==> src/rtl/l2_cache_miss_scheduler_pkg.sv <==
// Shared types for the L2 miss scheduler: line index, requester id and drain state.
package l2_cache_miss_scheduler_pkg;

  localparam int L2_NUM_REQUESTERS = 4;
  localparam int L2_LINE_INDEX_W   = 26;

  typedef logic [L2_LINE_INDEX_W-1:0]            cache_line_index_t;
  typedef logic [$clog2(L2_NUM_REQUESTERS)-1:0]  l2_requester_id_t;

  typedef enum logic [1:0] {
    SCHED_RUN   = 2'd0,
    SCHED_DRAIN = 2'd1,
    SCHED_DONE  = 2'd2
  } scheduler_state_t;

endpackage

==> src/rtl/l2_cache_miss_scheduler_rr_arbiter.sv <==
// Round-robin arbiter: one-hot grant starting from the pointer, pointer
// advances past the winner only when update_lru is asserted.
module rr_arbiter #(
  parameter int NUM_REQUESTS = 4,
  localparam int PTR_W = (NUM_REQUESTS > 1) ? $clog2(NUM_REQUESTS) : 1
) (
  input  logic                    clk,
  input  logic                    reset,
  input  logic [NUM_REQUESTS-1:0] request,
  input  logic                    update_lru,
  output logic [NUM_REQUESTS-1:0] grant
);

  logic [PTR_W-1:0] ptr_q, ptr_d;
  logic [PTR_W-1:0] idx;
  int               idx_int;

  always_comb begin
    grant   = '0;
    ptr_d   = ptr_q;
    idx     = '0;
    idx_int = 0;
    for (int i = 0; i < NUM_REQUESTS; i++) begin
      idx_int = int'(ptr_q) + i;
      if (idx_int >= NUM_REQUESTS) idx_int = idx_int - NUM_REQUESTS;
      idx = PTR_W'(idx_int);
      if (request[idx] && (grant == '0)) begin
        grant[idx] = 1'b1;
        ptr_d      = (idx_int == NUM_REQUESTS - 1) ? '0 : PTR_W'(idx_int + 1);
      end
    end
    if (!update_lru) ptr_d = ptr_q;
  end

  always_ff @(posedge clk or negedge reset) begin
    if (!reset) ptr_q <= '0;
    else        ptr_q <= ptr_d;
  end

endmodule

==> src/rtl/l2_cache_miss_scheduler.sv <==
// L2 pipeline-entry scheduler: fill-priority arbitration, credit throttling of
// core requests against the miss CAM, and a drain handshake for quiescence.
module l2_cache_miss_scheduler
  import l2_cache_miss_scheduler_pkg::*;
#(
  parameter int NUM_REQUESTERS = L2_NUM_REQUESTERS,
  parameter int QUEUE_SIZE     = 16,
  parameter int COUNT_WIDTH    = $clog2(QUEUE_SIZE + 1)
) (
  input  logic                      clk,
  input  logic                      reset,
  input  logic [NUM_REQUESTERS-1:0] core_request_valid,
  input  cache_line_index_t         core_request_addr [NUM_REQUESTERS],
  output logic [NUM_REQUESTERS-1:0] core_request_ack,
  input  logic                      fill_valid,
  input  cache_line_index_t         fill_addr,
  output logic                      fill_ack,
  input  logic                      pipe_stall,
  output logic                      pipe_request_valid,
  output cache_line_index_t         pipe_request_addr,
  output logic                      pipe_is_fill,
  output l2_requester_id_t          pipe_requester_id,
  input  logic                      core_resolved,
  input  logic                      miss_enqueued,
  input  logic                      fill_retired,
  input  logic                      drain_request,
  output logic                      drain_done,
  output logic [COUNT_WIDTH-1:0]    outstanding
);

  scheduler_state_t           state_q, state_d;
  logic [COUNT_WIDTH-1:0]     inflight_q, inflight_d;
  logic [COUNT_WIDTH-1:0]     pending_q, pending_d;
  logic [COUNT_WIDTH:0]       outstanding_wide;

  logic                       pipe_valid_q, pipe_valid_d;
  cache_line_index_t          pipe_addr_q, pipe_addr_d;
  logic                       pipe_fill_q, pipe_fill_d;
  l2_requester_id_t           pipe_id_q, pipe_id_d;

  logic                       credit_ok;
  logic                       core_eligible;
  logic [NUM_REQUESTERS-1:0]  core_req_masked;
  logic [NUM_REQUESTERS-1:0]  core_grant_vec;
  logic                       core_grant;
  l2_requester_id_t           grant_id;
  cache_line_index_t          grant_addr;

  assign outstanding_wide = {1'b0, inflight_q} + {1'b0, pending_q};
  assign outstanding      = outstanding_wide[COUNT_WIDTH-1:0];

  // Credits are judged on the registered counters only, so a grant this cycle
  // can never push the CAM past capacity even if a miss is enqueued alongside.
  assign credit_ok       = (outstanding < COUNT_WIDTH'(QUEUE_SIZE));
  assign core_eligible   = reset && !pipe_stall && !fill_valid &&
                           (state_q == SCHED_RUN) && credit_ok;
  assign core_req_masked = core_eligible ? core_request_valid : '0;

  rr_arbiter #(
    .NUM_REQUESTS (NUM_REQUESTERS)
  ) u_rr_arbiter (
    .clk        (clk),
    .reset      (reset),
    .request    (core_req_masked),
    .update_lru (core_grant),
    .grant      (core_grant_vec)
  );

  assign core_grant       = |core_grant_vec;
  assign core_request_ack = core_grant_vec;
  assign fill_ack         = reset && !pipe_stall && fill_valid;

  always_comb begin
    grant_id   = '0;
    grant_addr = '0;
    for (int i = 0; i < NUM_REQUESTERS; i++) begin
      if (core_grant_vec[i]) begin
        grant_id   = l2_requester_id_t'(i);
        grant_addr = core_request_addr[i];
      end
    end
  end

  always_comb begin
    pipe_valid_d = pipe_valid_q;
    pipe_addr_d  = pipe_addr_q;
    pipe_fill_d  = pipe_fill_q;
    pipe_id_d    = pipe_id_q;
    if (!pipe_stall) begin
      if (fill_ack) begin
        pipe_valid_d = 1'b1;
        pipe_addr_d  = fill_addr;
        pipe_fill_d  = 1'b1;
        pipe_id_d    = '0;
      end else if (core_grant) begin
        pipe_valid_d = 1'b1;
        pipe_addr_d  = grant_addr;
        pipe_fill_d  = 1'b0;
        pipe_id_d    = grant_id;
      end else begin
        pipe_valid_d = 1'b0;
      end
    end
  end

  always_comb begin
    inflight_d = inflight_q;
    unique case ({core_grant, core_resolved})
      2'b10:   inflight_d = inflight_q + COUNT_WIDTH'(1);
      2'b01:   inflight_d = inflight_q - COUNT_WIDTH'(1);
      default: inflight_d = inflight_q;
    endcase
    pending_d = pending_q;
    unique case ({miss_enqueued, fill_retired})
      2'b10:   pending_d = pending_q + COUNT_WIDTH'(1);
      2'b01:   pending_d = pending_q - COUNT_WIDTH'(1);
      default: pending_d = pending_q;
    endcase
  end

  always_comb begin
    state_d = state_q;
    unique case (state_q)
      SCHED_RUN:   if (drain_request) state_d = SCHED_DRAIN;
      SCHED_DRAIN: begin
        if (!drain_request) state_d = SCHED_RUN;
        else if ((outstanding == '0) && !pipe_valid_q) state_d = SCHED_DONE;
      end
      SCHED_DONE:  if (!drain_request) state_d = SCHED_RUN;
      default:     state_d = SCHED_RUN;
    endcase
  end

  always_ff @(posedge clk or negedge reset) begin
    if (!reset) begin
      state_q      <= SCHED_RUN;
      inflight_q   <= '0;
      pending_q    <= '0;
      pipe_valid_q <= 1'b0;
      pipe_addr_q  <= '0;
      pipe_fill_q  <= 1'b0;
      pipe_id_q    <= '0;
    end else begin
      state_q      <= state_d;
      inflight_q   <= inflight_d;
      pending_q    <= pending_d;
      pipe_valid_q <= pipe_valid_d;
      pipe_addr_q  <= pipe_addr_d;
      pipe_fill_q  <= pipe_fill_d;
      pipe_id_q    <= pipe_id_d;
    end
  end

  assign pipe_request_valid = pipe_valid_q;
  assign pipe_request_addr  = pipe_addr_q;
  assign pipe_is_fill       = pipe_fill_q;
  assign pipe_requester_id  = pipe_id_q;
  assign drain_done         = (state_q == SCHED_DONE);

  always @(posedge clk) begin
    if (reset) begin
      a_inflight_underflow: assert (!(core_resolved && !core_grant && (inflight_q == '0)));
      a_pending_underflow:  assert (!(fill_retired && !miss_enqueued && (pending_q == '0)));
      a_credit_bound:       assert (outstanding_wide <= (COUNT_WIDTH + 1)'(QUEUE_SIZE));
    end
  end

endmodule

==> config.mk <==
export PLATFORM = sky130hd
export DESIGN_NAME = l2_cache_miss_scheduler
export DESIGN_NICKNAME = d
export VERILOG_FILES = /design/src/rtl/l2_cache_miss_scheduler_pkg.sv /design/src/rtl/l2_cache_miss_scheduler_rr_arbiter.sv /design/src/rtl/l2_cache_miss_scheduler.sv
export SDC_FILE = /design/constraint.sdc
export NUM_CORES = 1
export LEC_CHECK = 0
export CAP_MARGIN = 20
export CORE_MARGIN = 4
export CORE_UTILIZATION = 40
export CTS_CLUSTER_DIAMETER = 150
export DETAILED_ROUTE_END_ITERATION = 12
export PLACE_DENSITY = 0.75
export SLEW_MARGIN = 20
export SYNTH_ARGS = -nofsm -noshare
export SYNTH_HDL_FRONTEND = slang
export SYNTH_SLANG_ARGS = --single-unit
==> constraint.sdc <==
create_clock -name clk -period 5.35 [get_ports clk]
set_input_delay 1.07 -clock clk [delete_from_list [all_inputs] [get_ports clk]]
set_output_delay 1.07 -clock clk [all_outputs]
set_load 0.01 [all_outputs]
=== After elaboration in Yosys (flattened, before gate mapping) ===
Cells that the tools add are included.

* Input bits: 142
* Memory bits (writable): 0
* Register bits after elaboration: 44
* Word-level logic and storage cells: 138
* Memory bits (read-only): 0
* Memories kept: 0
* Latch bits: 0
* Output and inout port bits: 41

* Multiply operators: 0
* Div/mod/pow operators: 0
* Multiplexer cells: 55
* Bitwise logic cells: 4
* $add $sub $neg: 16
* Shifts and indexed selects: 0
* Reductions and logical operators: 29
* Equal/unequal tests: 13
* $lt $le $gt $ge: 13

{| class="wikitable"
|+ Operator list
! kind !! number
|-
| two-way mux 26 bit || 6
|-
| == test 32 x 3 -> 1 bit, second input constant || 4
|-
| two-way mux 32 bit || 4
|-
| >= comparator 32 x 4 -> 1 bit, second input constant || 3
|-
| subtractor 32 x 4 -> 32 bit, second input constant || 3
|-
| two-way mux 2 bit || 16
|-
| two-way mux 4 bit || 5
|-
| one-hot mux 5 bit (2 select lines) || 2
|-
| logical AND 1 bit || 13
|-
| two-way mux 1 bit || 13
|-
| logical NOT 4 bit || 3
|-
| less-than comparator 2 x 3 -> 1 bit, second input constant || 4
|-
| bitwise OR 4 bit || 3
|-
| adder 5 x 1 -> 5 bit, second input constant || 2
|-
| subtractor 5 x 1 -> 5 bit, second input constant || 2
|-
| adder 2 bit, second input constant || 4
|-
| binary-select mux 1 bit (select 2 bit) || 4
|-
| demux 1 bit (select 2 bit) || 4
|-
| >= comparator 2 x 1 -> 1 bit, second input constant || 4
|-
| adder 2 x 2 -> 3 bit, second input constant || 2
|-
| == test 2 x 1 -> 1 bit, second input constant || 3
|-
| == test 2 bit, second input constant || 3
|-
| one-hot mux 2 bit (3 select lines) || 1
|-
| nonzero test 2 bit || 3
|-
| 15 further kinds || 19
|}

=== Logic depth before layout (Yosys ltp) ===
Gate-level depths: netlist of the first run.

* Word-level depth: 24
* Gate-level depth with buffers: 22
* Mapped depth without buffers: 18

=== Modules after synthesis ===
A second synthesis of the first run with hierarchy kept.

* Cell total of the unflattened synthesis: 436
* Area total of the unflattened synthesis: 3966.3 um2

{| class="wikitable"
|+ By module, submodules not included
! module !! area each (um2) !! cells an instance !! instances !! sequential area each (um2)
|-
| l2_cache_miss_scheduler || 3214.3 || 353 || 1 || 1051.0
|-
| rr_arbiter || 752.0 || 83 || 1 || 50.0
|}

=== Worst setup path before layout of the first run ===
No wires, ideal clock.

* Path kind: input to register
* Start: input port core_request_valid[3]
* End: register inflight_q[4]
* Slack: 0.802 ns
* Path buffers: 4
* Stages on the path: 20
* Arrival: 4.423 ns
* Required time: 5.225 ns
* Library setup time: 0.125 ns
* Cells stage by stage: mux4_2 > buf_6 > a21boi_2 > o21a_4 > nand2_2 > o41a_1 > buf_6 > o2111ai_4 > inv_2 > buf_2 > ha_1 > clkbuf_1 > xor2_1 > ha_1 > o21ai_0 > a21oi_1 > a21oi_1 > xor2_1 > nor2_1 > xor2_1

* Cells in the longest elaborated chain, start to end: 16
* Elaborated cells between the ends (all ways): 27
* Those cells by class: 2 x eq/ne; 14 x mux; 3 x bitwise; 8 x reduce/logical

{| class="wikitable"
|+ RTL lines
! element !! line !! text
|-
| from (decl) || l2_cache_miss_scheduler.sv:12 || <nowiki>input logic [NUM_REQUESTERS-1:0] core_request_valid,</nowiki>
|-
| two-way mux 4 bit (*) || l2_cache_miss_scheduler.sv:57 || <nowiki>assign core_req_masked = core_eligible ? core_request_valid : '0;</nowiki>
|-
| binary-select mux 1 bit (select 2 bit) || l2_cache_miss_scheduler_rr_arbiter.sv:27 || <nowiki>if (request[idx] && (grant == '0)) begin</nowiki>
|-
| two-way mux 1 bit (not written as such) || l2_cache_miss_scheduler_rr_arbiter.sv:27 ||
|-
| two-way mux 4 bit || l2_cache_miss_scheduler_rr_arbiter.sv:27 ||
|-
| logical NOT 4 bit || l2_cache_miss_scheduler_rr_arbiter.sv:27 ||
|-
| logical AND 1 bit || l2_cache_miss_scheduler_rr_arbiter.sv:27 ||
|-
| two-way mux 4 bit || l2_cache_miss_scheduler_rr_arbiter.sv:27 ||
|-
| logical NOT 4 bit || l2_cache_miss_scheduler_rr_arbiter.sv:27 ||
|-
| logical AND 1 bit || l2_cache_miss_scheduler_rr_arbiter.sv:27 ||
|-
| two-way mux 4 bit || l2_cache_miss_scheduler_rr_arbiter.sv:27 ||
|-
| logical NOT 4 bit || l2_cache_miss_scheduler_rr_arbiter.sv:27 ||
|-
| logical AND 1 bit || l2_cache_miss_scheduler_rr_arbiter.sv:27 ||
|-
| two-way mux 4 bit (*) || l2_cache_miss_scheduler_rr_arbiter.sv:27 ||
|-
| OR reduction 4 bit (*) || l2_cache_miss_scheduler.sv:69 || <nowiki>assign core_grant = |core_grant_vec;</nowiki>
|-
| == test 2 x 1 -> 1 bit / == test 2 bit (equally long branches) || l2_cache_miss_scheduler.sv:108 || <nowiki>unique case ({core_grant, core_resolved})</nowiki>
|-
| one-hot mux 5 bit (2 select lines) / nonzero test 2 bit (equally long branches) || - ||
|-
| to (signal assigned) || l2_cache_miss_scheduler.sv:145 || <nowiki>inflight_q <= inflight_d;</nowiki>
|-
| to (decl) || l2_cache_miss_scheduler.sv:32 || <nowiki>logic [COUNT_WIDTH-1:0] inflight_q, inflight_d;</nowiki>
|}

Mark *: on every way between the ends. The rest lies on a longest branch, timed or not. The select of a mux whose other input is x is not followed.
A chain may end at the register's enable or synchronous reset.

=== Worst setup path after layout of the first run ===
* Start: input port core_request_valid[3]
* End: output port core_request_ack[2]

* Cells in the longest elaborated chain, start to end: 13
* Elaborated cells between the ends (all ways): 22
* Those cells by class: 13 x mux; 3 x bitwise; 6 x reduce/logical

{| class="wikitable"
|+ RTL lines
! element !! line !! text
|-
| two-way mux 4 bit (*) || l2_cache_miss_scheduler.sv:57 ||
|-
| binary-select mux 1 bit (select 2 bit) || l2_cache_miss_scheduler_rr_arbiter.sv:27 ||
|-
| two-way mux 1 bit (not written as such) || l2_cache_miss_scheduler_rr_arbiter.sv:27 ||
|-
| two-way mux 4 bit || l2_cache_miss_scheduler_rr_arbiter.sv:27 ||
|-
| logical NOT 4 bit || l2_cache_miss_scheduler_rr_arbiter.sv:27 ||
|-
| logical AND 1 bit || l2_cache_miss_scheduler_rr_arbiter.sv:27 ||
|-
| two-way mux 4 bit || l2_cache_miss_scheduler_rr_arbiter.sv:27 ||
|-
| logical NOT 4 bit || l2_cache_miss_scheduler_rr_arbiter.sv:27 ||
|-
| logical AND 1 bit || l2_cache_miss_scheduler_rr_arbiter.sv:27 ||
|-
| two-way mux 4 bit || l2_cache_miss_scheduler_rr_arbiter.sv:27 ||
|-
| logical NOT 4 bit || l2_cache_miss_scheduler_rr_arbiter.sv:27 ||
|-
| logical AND 1 bit || l2_cache_miss_scheduler_rr_arbiter.sv:27 ||
|-
| two-way mux 4 bit (*) || l2_cache_miss_scheduler_rr_arbiter.sv:27 ||
|-
| to (decl) || l2_cache_miss_scheduler.sv:14 || <nowiki>output logic [NUM_REQUESTERS-1:0] core_request_ack,</nowiki>
|}

Marks and branches as above.

==> flow_summary.yaml, run 1 <==
outcome:
  status: "finished clean"
critical_path:
  path_max_fanout: 13
  path_delay_family: "buffers and inverters"
  arrival_ns: 4.05
  crit_type: "in2out"
  cp-start-kind: "primary input"
  max_stage_delay_ns: 0.65
  path_cells: "clkdlybuf4s50_1 -> mux4_2 -> a21boi_1 -> a22oi_1 -> nand4_2 -> o211ai_2 -> o21a_2 -> clkinv_4 -> clkdlybuf4s50_1"
  endpoint_kind: "output port"
  crit_start: "core_request_valid[3]"
  timing.critical_path.mode_cell: "clkdlybuf4s50_1"
  crit_path_top_delay_cell: "mux4_2"
  cp_data_required_time_ns: 4.28
  crit_buf_inv: 3
  r2r-start: "u_rr_arbiter.ptr_q[1]"
synthesis:
  synth_area_leaders: "dfrtp_1 (26%), a311o_1 (5.5%), ha_1 (5.4%)"
  yosysSeqAreaShare_pct: 26.5
  syn_area_mm2: 0.00416
  synth_seq_cells: 44
  synth_edf_count: 0
  ys_types: 83
  synthArstFlopShare_pct: 100
  syn_nets: 621
  synth_top_cell_by_area: "dfrtp_1"
  synth_top_area_share_pct: 26.5
  yosys_warnings: 0
  syn_inst: 459
  synthFlopType: "dfrtp_1"
  syn_avg_cell_area_um2: 9.06
clock_network:
  clock-root-buffer: "clkbuf_8"
  cts_max_level: 2
  cts_resized: 0
  cts_buffers: 5
  cts_buffer_depth: 2
  clkLatencyLatePin_ns: 0.29
  tritoncts: "yes"
  cts.clk_slew.worst_paths_ns: 0.08
  postCtsHoldBufs: 0
  post_cts_buffers: 0
  clock-sinks: 44
floorplanning:
  dieArea_mm2: 0.0121
  coreArea_mm2: 0.00995
  die_y_um: 110
  rows: 36
  io_pins: 183
  die_w_um: 110
  start_util_pct: 41.8
detailed_routing:
  drc: 0
  wl_per_cell_um: 22.4
  firstDrtPassIters: 4
  antenna_left: 0
  drtIter0Drc: 429
  via_per_inst: 6.16
  vias: 4660
  wirelength_mm: 16.9
sta:
  finalClockSkew_ns: 0.00920
  setup-tns-final_ns: 0
  hold_viol: 0
  layout_setup_ws_ns: 0.228
  rsz0062_at_grt: "false"
  fin_crit_ns: 5.12
  tightest_slew_ns: 1.09
  relSlewSlack_pct: 27.0
  setup_violations: 0
  fmax_ghz: 0.195
  slew_violations: 0
  fin_hold_ws_ns: 0.501
  fin_crit_sh_pct: 95.7
cells_and_area:
  final_nets: 786
  final_core_util_pct: 61.3
  post_route_cells_drive_above_1_share_pct: 9.62
  final-instance-count-excl-fill: 757
  diodes: 0
  fillers: 886
  design_area_mm2: 0.00610
  syn_to_final_growth_pct: 46.7
hold_path:
  holdCritPathClass: "reg2reg"
  min_from: "pipe_is_fill"
run:
  maxCapViolations: 0
place:
  dpl.hpwl_mm: 12.5
  gp_congestion: 0.911
  dp.cells: 750
  port_buffers: 182
  pre_cts_slack_ns: 0.220
  placed_area_mm2: 0.00602
global_routing:
  grt_pass1_vias: 4711
  grtUsageTotal_pct: 26.7
  gr-total-overflow: 0
  antenna_found_initial: 0
  grt_max_degree: 45
  grt_pass1_wl_mm: 25.2
power:
  total_power_mw: 2.63
  power_density_mw_per_mm2: 430
  p_leak_nw: 2.43
  max-vdd-ir-drop_mv: 0.273
-- layout make-up --
class / count / area, um^2 / share of cell area (%)
clock inverter: 1 / 5.00 / 0.0820
multi-input combinational: 351 / 2730 / 44.7
sequential: 44 / 1100 / 18.0
clock buffer: 6 / 72.6 / 1.19
tap: 133 / 166 / 2.73
timing repair buffer: 198 / 1940 / 31.7
inverter: 24 / 95.1 / 1.56
-- cell usage after synthesis, types with 2 or more instances --
| master | n |
|---|---|
| dfrtp_1 | 44 |
| o21ai_1 | 34 |
| and3_1 | 30 |
| a21oi_1 | 29 |
| a31oi_1 | 28 |
| a311o_1 | 23 |
| inv_1 | 22 |
| ha_1 | 18 |
| buf_2 | 17 |
| nand2_1 | 17 |
| o211ai_1 | 14 |
| o21ai_0 | 14 |
| o2111ai_1 | 13 |
| a211oi_1 | 11 |
| clkbuf_1 | 11 |
| nor2_1 | 11 |
| xor2_1 | 11 |
| buf_6 | 8 |
| a21o_1 | 6 |
| xnor2_1 | 6 |
| a221oi_1 | 4 |
| mux4_2 | 4 |
| nand3_1 | 4 |
| a211oi_2 | 3 |
| buf_4 | 3 |
| nor2b_1 | 3 |
| o31ai_1 | 3 |
| a2111oi_1 | 2 |
| a21boi_2 | 2 |
| a21oi_4 | 2 |
| a22o_1 | 2 |
| a22oi_1 | 2 |
| and2_1 | 2 |
| fa_1 | 2 |
| mux2i_1 | 2 |
| nand4_1 | 2 |
| nor3b_1 | 2 |
| o2111ai_4 | 2 |
| or4_1 | 2 |
-- cells in the final DEF, fill, tap and decap left out, types with 2 or more instances in the layout --
cell / n
mux4_2: 4
nand3_1: 4
o2111ai_4: 2
xor2_1: 11
a21oi_4: 2
a21oi_1: 28
buf_4: 16
fa_1: 2
or4_1: 2
o21ai_1: 34
inv_1: 22
nand4_1: 2
a22o_1: 2
a2111oi_1: 2
and2_1: 2
clkdlybuf4s50_1: 181
a22oi_1: 2
xnor2_1: 6
nand2_1: 17
a211oi_2: 3
o21ai_0: 14
o211ai_1: 14
a21o_1: 6
and3_1: 30
dfrtp_1: 44
clkbuf_8: 5
nor2_1: 11
o2111ai_1: 13
nor3b_1: 2
a21boi_2: 2
a311o_1: 23
mux2i_1: 2
ha_1: 18
o31ai_1: 3
a211oi_1: 11
a221oi_1: 4
nor2b_1: 3
a31oi_1: 28
-- flip-flops by register name, summed over array words and instances (netlist names) --
register and flops:
state_q 2, pipe_requester_id 2, inflight_q 5, pipe_request_valid 1, u_rr_arbiter.ptr_q 2, pending_q 5, pipe_request_addr 26, pipe_is_fill 1
-- per-layer routing --
metal | vias to the layer above | track usage (%) | wire, um
met5 | - | 0 | 0
met4 | 0 | 10.7 | 532
met3 | 37 | 4.72 | 1470
met2 | 227 | 43.7 | 8160
met1 | 2256 | 34.7 | 6770
li1 | 2140 | - | -
-- worst register-to-register path, delay by kind of cell (launching register included) --
kind,cells,cell delay (ns)
xor+xnor,3,0.50
flops,1,0.50
fa+ha+maj,3,0.91
mux,1,0.58
compound gates,8,1.82
buf+inv,2,0.22
simple gates,1,0.06
-- final timing paths --
kind / endpoint / slack (ns) / cells after the start
min in group asynchronous: pending_q[0] / 0.91 / 2
hold / removal: pipe_is_fill / 0.50 / 2
setup reg to reg: inflight_q[4] / 0.67 / 18
setup / recovery: core_request_ack[2] / 0.23 / 9
max in group asynchronous: pipe_request_addr[10] / 4.04 / 2
hold reg to reg: pipe_is_fill / 0.50 / 2
-- logic make-up after synthesis --
kind of cell	share of synthesized area [%]
AO/OA/AOI/OAI	38.8
XOR/XNOR	3.58
adder cells (fa/ha/maj)	6.38
buffers and inverters	8.12
flip-flops	26.5
multiplexers	2.92
AND/OR/NAND/NOR	13.7
-- report_power, final --
group          internal, mW  total (mW)  leakage, nW  switching [mW]
Combinational         0.868        1.80         1.84           0.936
Clock                0.0890       0.201       0.0410           0.111
Sequential            0.488       0.622        0.548           0.134
Note: power is estimated with default switching activity, not from simulation.
==> inputs of run 2 (changes only) <==
PLACE_DENSITY = 0.76   (was 0.75)
SYNTH_HIERARCHICAL = 1   (was unset)
==> flow_summary.yaml, run 2 <==
power:
  p_leak_nw: 2.42
  power_density_mw_per_mm2: 507
  max-vdd-ir-drop_mv: 0.438
synthesis:
  synth_edf_count: 0
  synthFlopType: "dfrtp_1"
  syn_inst: 436
  synthArstFlopShare_pct: 100
  post-synth-top-count-cell: "o21ai_1"
  synth_common_cells: "o21ai_1 (61), dfrtp_1 (44), nand2_1 (37)"
  syn_area_mm2: 0.00397
  synth_area_leaders: "dfrtp_1 (28%), o21ai_1 (7.7%), a221oi_2 (7.6%)"
  yosys_warnings: 6
  synth_top_area_share_pct: 27.8
  syn_nets: 601
  syn_avg_cell_area_um2: 9.10
  ys_types: 64
  synth_seq_cells: 44
  yosysSeqAreaShare_pct: 27.8
  synth_top_cell_by_area: "dfrtp_1"
global_routing:
  antenna_found_initial: 0
  grt_max_degree: 57
  grt_pass1_wl_mm: 22.5
  grt_pass1_vias: 4300
  gr-total-overflow: 0
  grtUsageTotal_pct: 24.5
sta:
  fin_crit_ns: 5.29
  setup-tns-final_ns: 0
  rsz0062_at_grt: "true"
  relSlewSlack_pct: 54.1
  tightest_slew_ns: 0.687
  slew_violations: 0
  setup_violations: 0
  fin_hold_ws_ns: 0.520
  hold_viol: 0
  fmax_ghz: 0.189
  finalClockSkew_ns: 0.0100
  fin_crit_sh_pct: 98.9
cells_and_area:
  largest_reg_flops: 26
  post_route_cells_drive_above_1_share_pct: 18.8
  mostFrequentLayoutCells: "clkdlybuf4s50_1 (176), o21ai_1 (61), buf_4 (45)"
  syn_to_final_growth_pct: 58.5
  design_area_mm2: 0.00629
  final_nets: 804
  final-instance-count-excl-fill: 773
  final_core_util_pct: 64.6
  diodes: 0
  fillers: 824
  final_common_cell: "clkdlybuf4s50_1"
floorplanning:
  rows: 36
  dieArea_mm2: 0.0116
  start_util_pct: 40.8
  die_w_um: 108
  coreArea_mm2: 0.00973
  die_y_um: 108
  io_pins: 183
critical_path:
  crit_type: "in2reg"
  crit_start: "fill_valid"
  endpoint_kind: "register"
  cp-start-kind: "primary input"
  cp_data_required_time_ns: 5.54
  path_max_fanout: 5
  r2r-start: "inflight_q[0]"
  reg2reg_depth: 23
  arrival_ns: 5.48
clock_network:
  tritoncts: "yes"
  clkLatencyLatePin_ns: 0.30
  cts_buffers: 5
  postCtsHoldBufs: 0
  cts_max_level: 2
  cts_buffer_depth: 2
  cts.clk_slew.worst_paths_ns: 0.08
  clock-root-buffer: "clkbuf_8"
  clock-sinks: 44
hold_path:
  min_from: "pipe_requester_id[1]"
  holdCritPathClass: "reg2reg"
  holdPathStages: 2
detailed_routing:
  wl_per_cell_um: 19.0
  firstDrtPassIters: 5
  drc: 0
  antenna_left: 0
  drtIter0Drc: 218
  wirelength_mm: 14.7
  via_per_inst: 5.54
  vias: 4279
place:
  dpl.hpwl_mm: 11.4
  gp_congestion: 0.888
  dp.cells: 758
  placed_area_mm2: 0.00604
  port_buffers: 182
outcome:
  status: "finished clean"
run:
  maxCapViolations: 0
run 2: final timing paths:
| check | slack (ns) | endpoint |
|---|---|---|
| max | 0.06 | inflight_q[4] |
| min | 0.52 | pipe_requester_id[1] |
| max reg2reg | 0.17 | inflight_q[4] |
| min reg2reg | 0.52 | pipe_requester_id[1] |
| max in group asynchronous | 4.02 | u_rr_arbiter/ptr_q[0] |
| min in group asynchronous | 0.93 | pipe_request_addr[0] |
run 2: metrics by stage:
step / setup slack, ns / total power [mW]
final: 0.0593 / 3.19
after CTS: -0.0633 / 3.17
after global placement: -0.161 / 2.80
after global routing: -0.156 / 3.44
after detailed placement: -0.330 / 2.84
after floorplan: 0.0451 / 1.95
run 2: final cells by class:
class                           count  area (um^2)  area share [%]
Timing Repair Buffer              229         2180            34.8
Tap cell                          133          166            2.65
Inverter                           19         71.3            1.13
Sequential cell                    44         1100            17.5
Clock inverter                      1         7.51           0.119
Clock buffer                        7         86.3            1.37
Multi-Input combinational cell    340         2670            42.5
run 2: kinds of logic after synthesis:
kind of cell / count (synthesis) / share of synthesized area [%]
AO/OA/AOI/OAI: 183 / 34.7
AND/OR/NAND/NOR: 112 / 16.2
buffers and inverters: 52 / 7.63
flip-flops: 44 / 27.8
adder cells (fa/ha/maj): 23 / 7.82
XOR/XNOR: 12 / 2.65
multiplexers: 10 / 3.22
run 2: layer usage:
| metal | vias up | global-route usage (%) | part of all wire, % | wire length (um) |
|---|---|---|---|---|
| met3 | 21 | 5.70 | 7.9 | 1160 |
| met1 | 2043 | 30.6 | 41 | 6070 |
| met5 | - | 0 | 0 | 0 |
| li1 | 2030 | - | - | - |
| met2 | 185 | 42.2 | 49 | 7180 |
| met4 | 0 | 6.76 | 2.1 | 306 |
run 2: worst max-delay path, cell delays in order:
cell,delay (ns)
clkdlybuf4s50_1,0.43
or4b_4,0.53
nor3_4,0.24
and2_4,0.21
mux4_2,0.30
a21boi_4,0.20
a21bo_4,0.18
nor3_4,0.06
a221o_1,0.35
buf_4,0.15
nor4_4,0.30
ha_2,0.24
inv_1,0.07
fa_2,0.34
nor2b_1,0.10
o21ai_0,0.10
nand3_1,0.09
or3b_4,0.37
xnor2_1,0.13
run 2: repair_timing:
item	CTS	global route
gates cloned	0	0
setup endpoints to repair	5	4
gates resized for setup	16	11
setup buffers	4	3
pin swaps	5	7
endpoints found under the hold margin	0	0
run 2: power breakdown:
| part | switching [mW] | internal [mW] | leakage, nW |
|---|---|---|---|
| Combinational | 1.17 | 1.17 | 1.85 |
| Sequential | 0.119 | 0.501 | 0.532 |
| Clock | 0.115 | 0.105 | 0.0445 |
| Total | 1.41 | 1.78 | 2.42 |
==> inputs of run 3 (changes only) <==
CTS_CLUSTER_DIAMETER = 60   (was 150)
RECOVER_POWER = 100   (was unset)
==> flow_summary.yaml, run 3 (same netlist as run 2, synthesis figures left out) <==
outcome:
  status: "finished clean"
run:
  maxCapViolations: 0
place:
  port_buffers: 182
  gp_congestion: 0.888
  dpl.hpwl_mm: 11.4
  pre_cts_slack_ns: -0.330
clock_network:
  cts_buffers: 5
  clkLatencyLatePin_ns: 0.30
  clock-root-buffer: "clkbuf_8"
  postCtsHoldBufs: 0
  tritoncts: "yes"
  cts.clk_slew.worst_paths_ns: 0.08
  cts_buffer_depth: 2
  cts_max_level: 2
  clock-sinks: 44
cells_and_area:
  diodes: 0
  mostFrequentLayoutCells: "clkdlybuf4s50_1 (175), o21ai_1 (61), buf_4 (45)"
  post_route_cells_drive_above_1_share_pct: 18.4
  final_nets: 804
  syn_to_final_growth_pct: 58.3
  final_core_util_pct: 64.5
  final_common_cell: "clkdlybuf4s50_1"
  largest_reg_flops: 26
power:
  p_leak_nw: 2.42
  seq_power_share_pct: 19.5
  switching_share_pct: 44.1
  p_comb_share_pct: 73.5
  p_int_mw: 1.78
  p_clk_share_pct: 6.9
  max-vdd-ir-drop_mv: 0.433
  switchingPower_mw: 1.40
  power_density_mw_per_mm2: 507
detailed_routing:
  vias: 4287
  wirelength_mm: 14.7
  drtIter0Drc: 218
  via_per_inst: 5.55
  drc: 0
  wl_per_cell_um: 19.1
  firstDrtPassIters: 5
  antenna_left: 0
sta:
  fmax_ghz: 0.189
  hold_viol: 0
  finalClockSkew_ns: 0.00987
  setup_violations: 0
  layout_setup_ws_ns: 0.0591
  relSlewSlack_pct: 54.1
  rsz0062_at_grt: "true"
  slew_violations: 0
  fin_crit_sh_pct: 98.9
  fin_crit_ns: 5.29
  tightest_slew_ns: 0.687
hold_path:
  holdCritPathClass: "reg2reg"
  holdPathStages: 1
floorplanning:
  coreArea_mm2: 0.00973
  start_util_pct: 40.8
  rows: 36
  dieArea_mm2: 0.0116
  die_w_um: 108
  io_pins: 183
  die_y_um: 108
global_routing:
  grt_max_degree: 57
  grt_pass1_wl_mm: 22.5
  grt_pass1_vias: 4300
  gr-total-overflow: 0
  grtUsageTotal_pct: 24.5
  antenna_found_initial: 0
critical_path:
  path_cells: "clkdlybuf4s50_1 -> or4b_4 -> nor3_4 -> and2_4 -> mux4_2 -> a21boi_4 -> a21bo_4 -> nor3_4 -> a221o_1 -> buf_4 -> nor4_4 -> ha_2 -> inv_1 -> fa_2 -> nor2b_1 -> o21ai_0 -> nand3_1 -> or3b_4 -> xnor2_1"
  cp_num_cells: 19
  cp-start-kind: "primary input"
  cp_data_required_time_ns: 5.54
  path_max_fanout: 5
  rrSetupSlack_ns: 0.16
  max_stage_delay_ns: 0.53
  reg2reg_depth: 23
  crit_type: "in2reg"
  path_delay_family: "simple AND/OR/NAND/NOR gates"
  arrival_ns: 5.48
  crit_path_top_delay_cell: "or4b_4"
  timing.critical_path.mode_cell: "nor3_4"
  crit_buf_inv: 3
  endpoint_kind: "register"
## run 3: changes by cell type in the layout (fill, tap and decap cells not counted), sizes merged
| cell | previous run | this run |
|---|---|---|
| dlygate4sd3 | 0 | 1 |
| clkdlybuf4s50 | 176 | 175 |
| buf | 49 | 48 |
| clkbuf | 7 | 8 |
## run 3: timing repair
action                     4_1_cts  5_1_grt
buffers inserted                 4        3
gates resized for setup         16       11
pin swaps                        5        7
setup endpoints to repair        5        4
hold endpoints to repair         0        0
## run 3: path summary, 6_finish.rpt
| check | start | to |
|---|---|---|
| worst max-delay path | fill_valid | inflight_q[4] |
| worst min-delay path | pipe_is_fill | pipe_is_fill |
| worst max register to register | inflight_q[0] | inflight_q[4] |
| worst min register to register | pipe_is_fill | pipe_is_fill |
| max in group asynchronous | reset | u_rr_arbiter/ptr_q[0] |
| min in group asynchronous | reset | pipe_request_addr[0] |
## run 3: area by class of cell
type	instances	area (um^2)
clock buffers	7	86.3
clock inverters	1	7.51
fillers	827	3450
inverters	19	71.3
multi-input cells	340	2660
flip-flops and latches	44	1100
well taps	133	166
repair buffers	229	2180
## run 3: per-layer routing
layer | track usage (%) | wire length, um
met1 | 30.6 | 6060
met3 | 5.70 | 1150
met4 | 6.76 | 314
met5 | 0 | 0
met2 | 42.2 | 7220
## run 3: power groups by stage
stage | sequential [mW] | clock, mW | combinational, mW
2_1_floorplan | 0.657 | 0 | 1.29
3_3_place_gp | 0.622 | 0 | 2.18
3_5_place_dp | 0.626 | 0 | 2.22
4_1_cts | 0.621 | 0.228 | 2.32
5_1_grt | 0.640 | 0.240 | 2.55
6_report | 0.621 | 0.220 | 2.34
## run 3: stage by stage
step	TNS, ns	hold slack [ns]	cell area, um^2	total power [mW]	cells
4_1_cts	-0.0633	0.515	6220	3.17	770
3_3_place_gp	-0.660	0.495	6040	2.80	758
6_report	0	0.520	6280	3.18	773
2_1_floorplan	0	0.465	3980	1.95	436
5_1_grt	-0.156	0.525	6280	3.43	773
3_5_place_dp	-6.21	0.486	6040	2.84	758
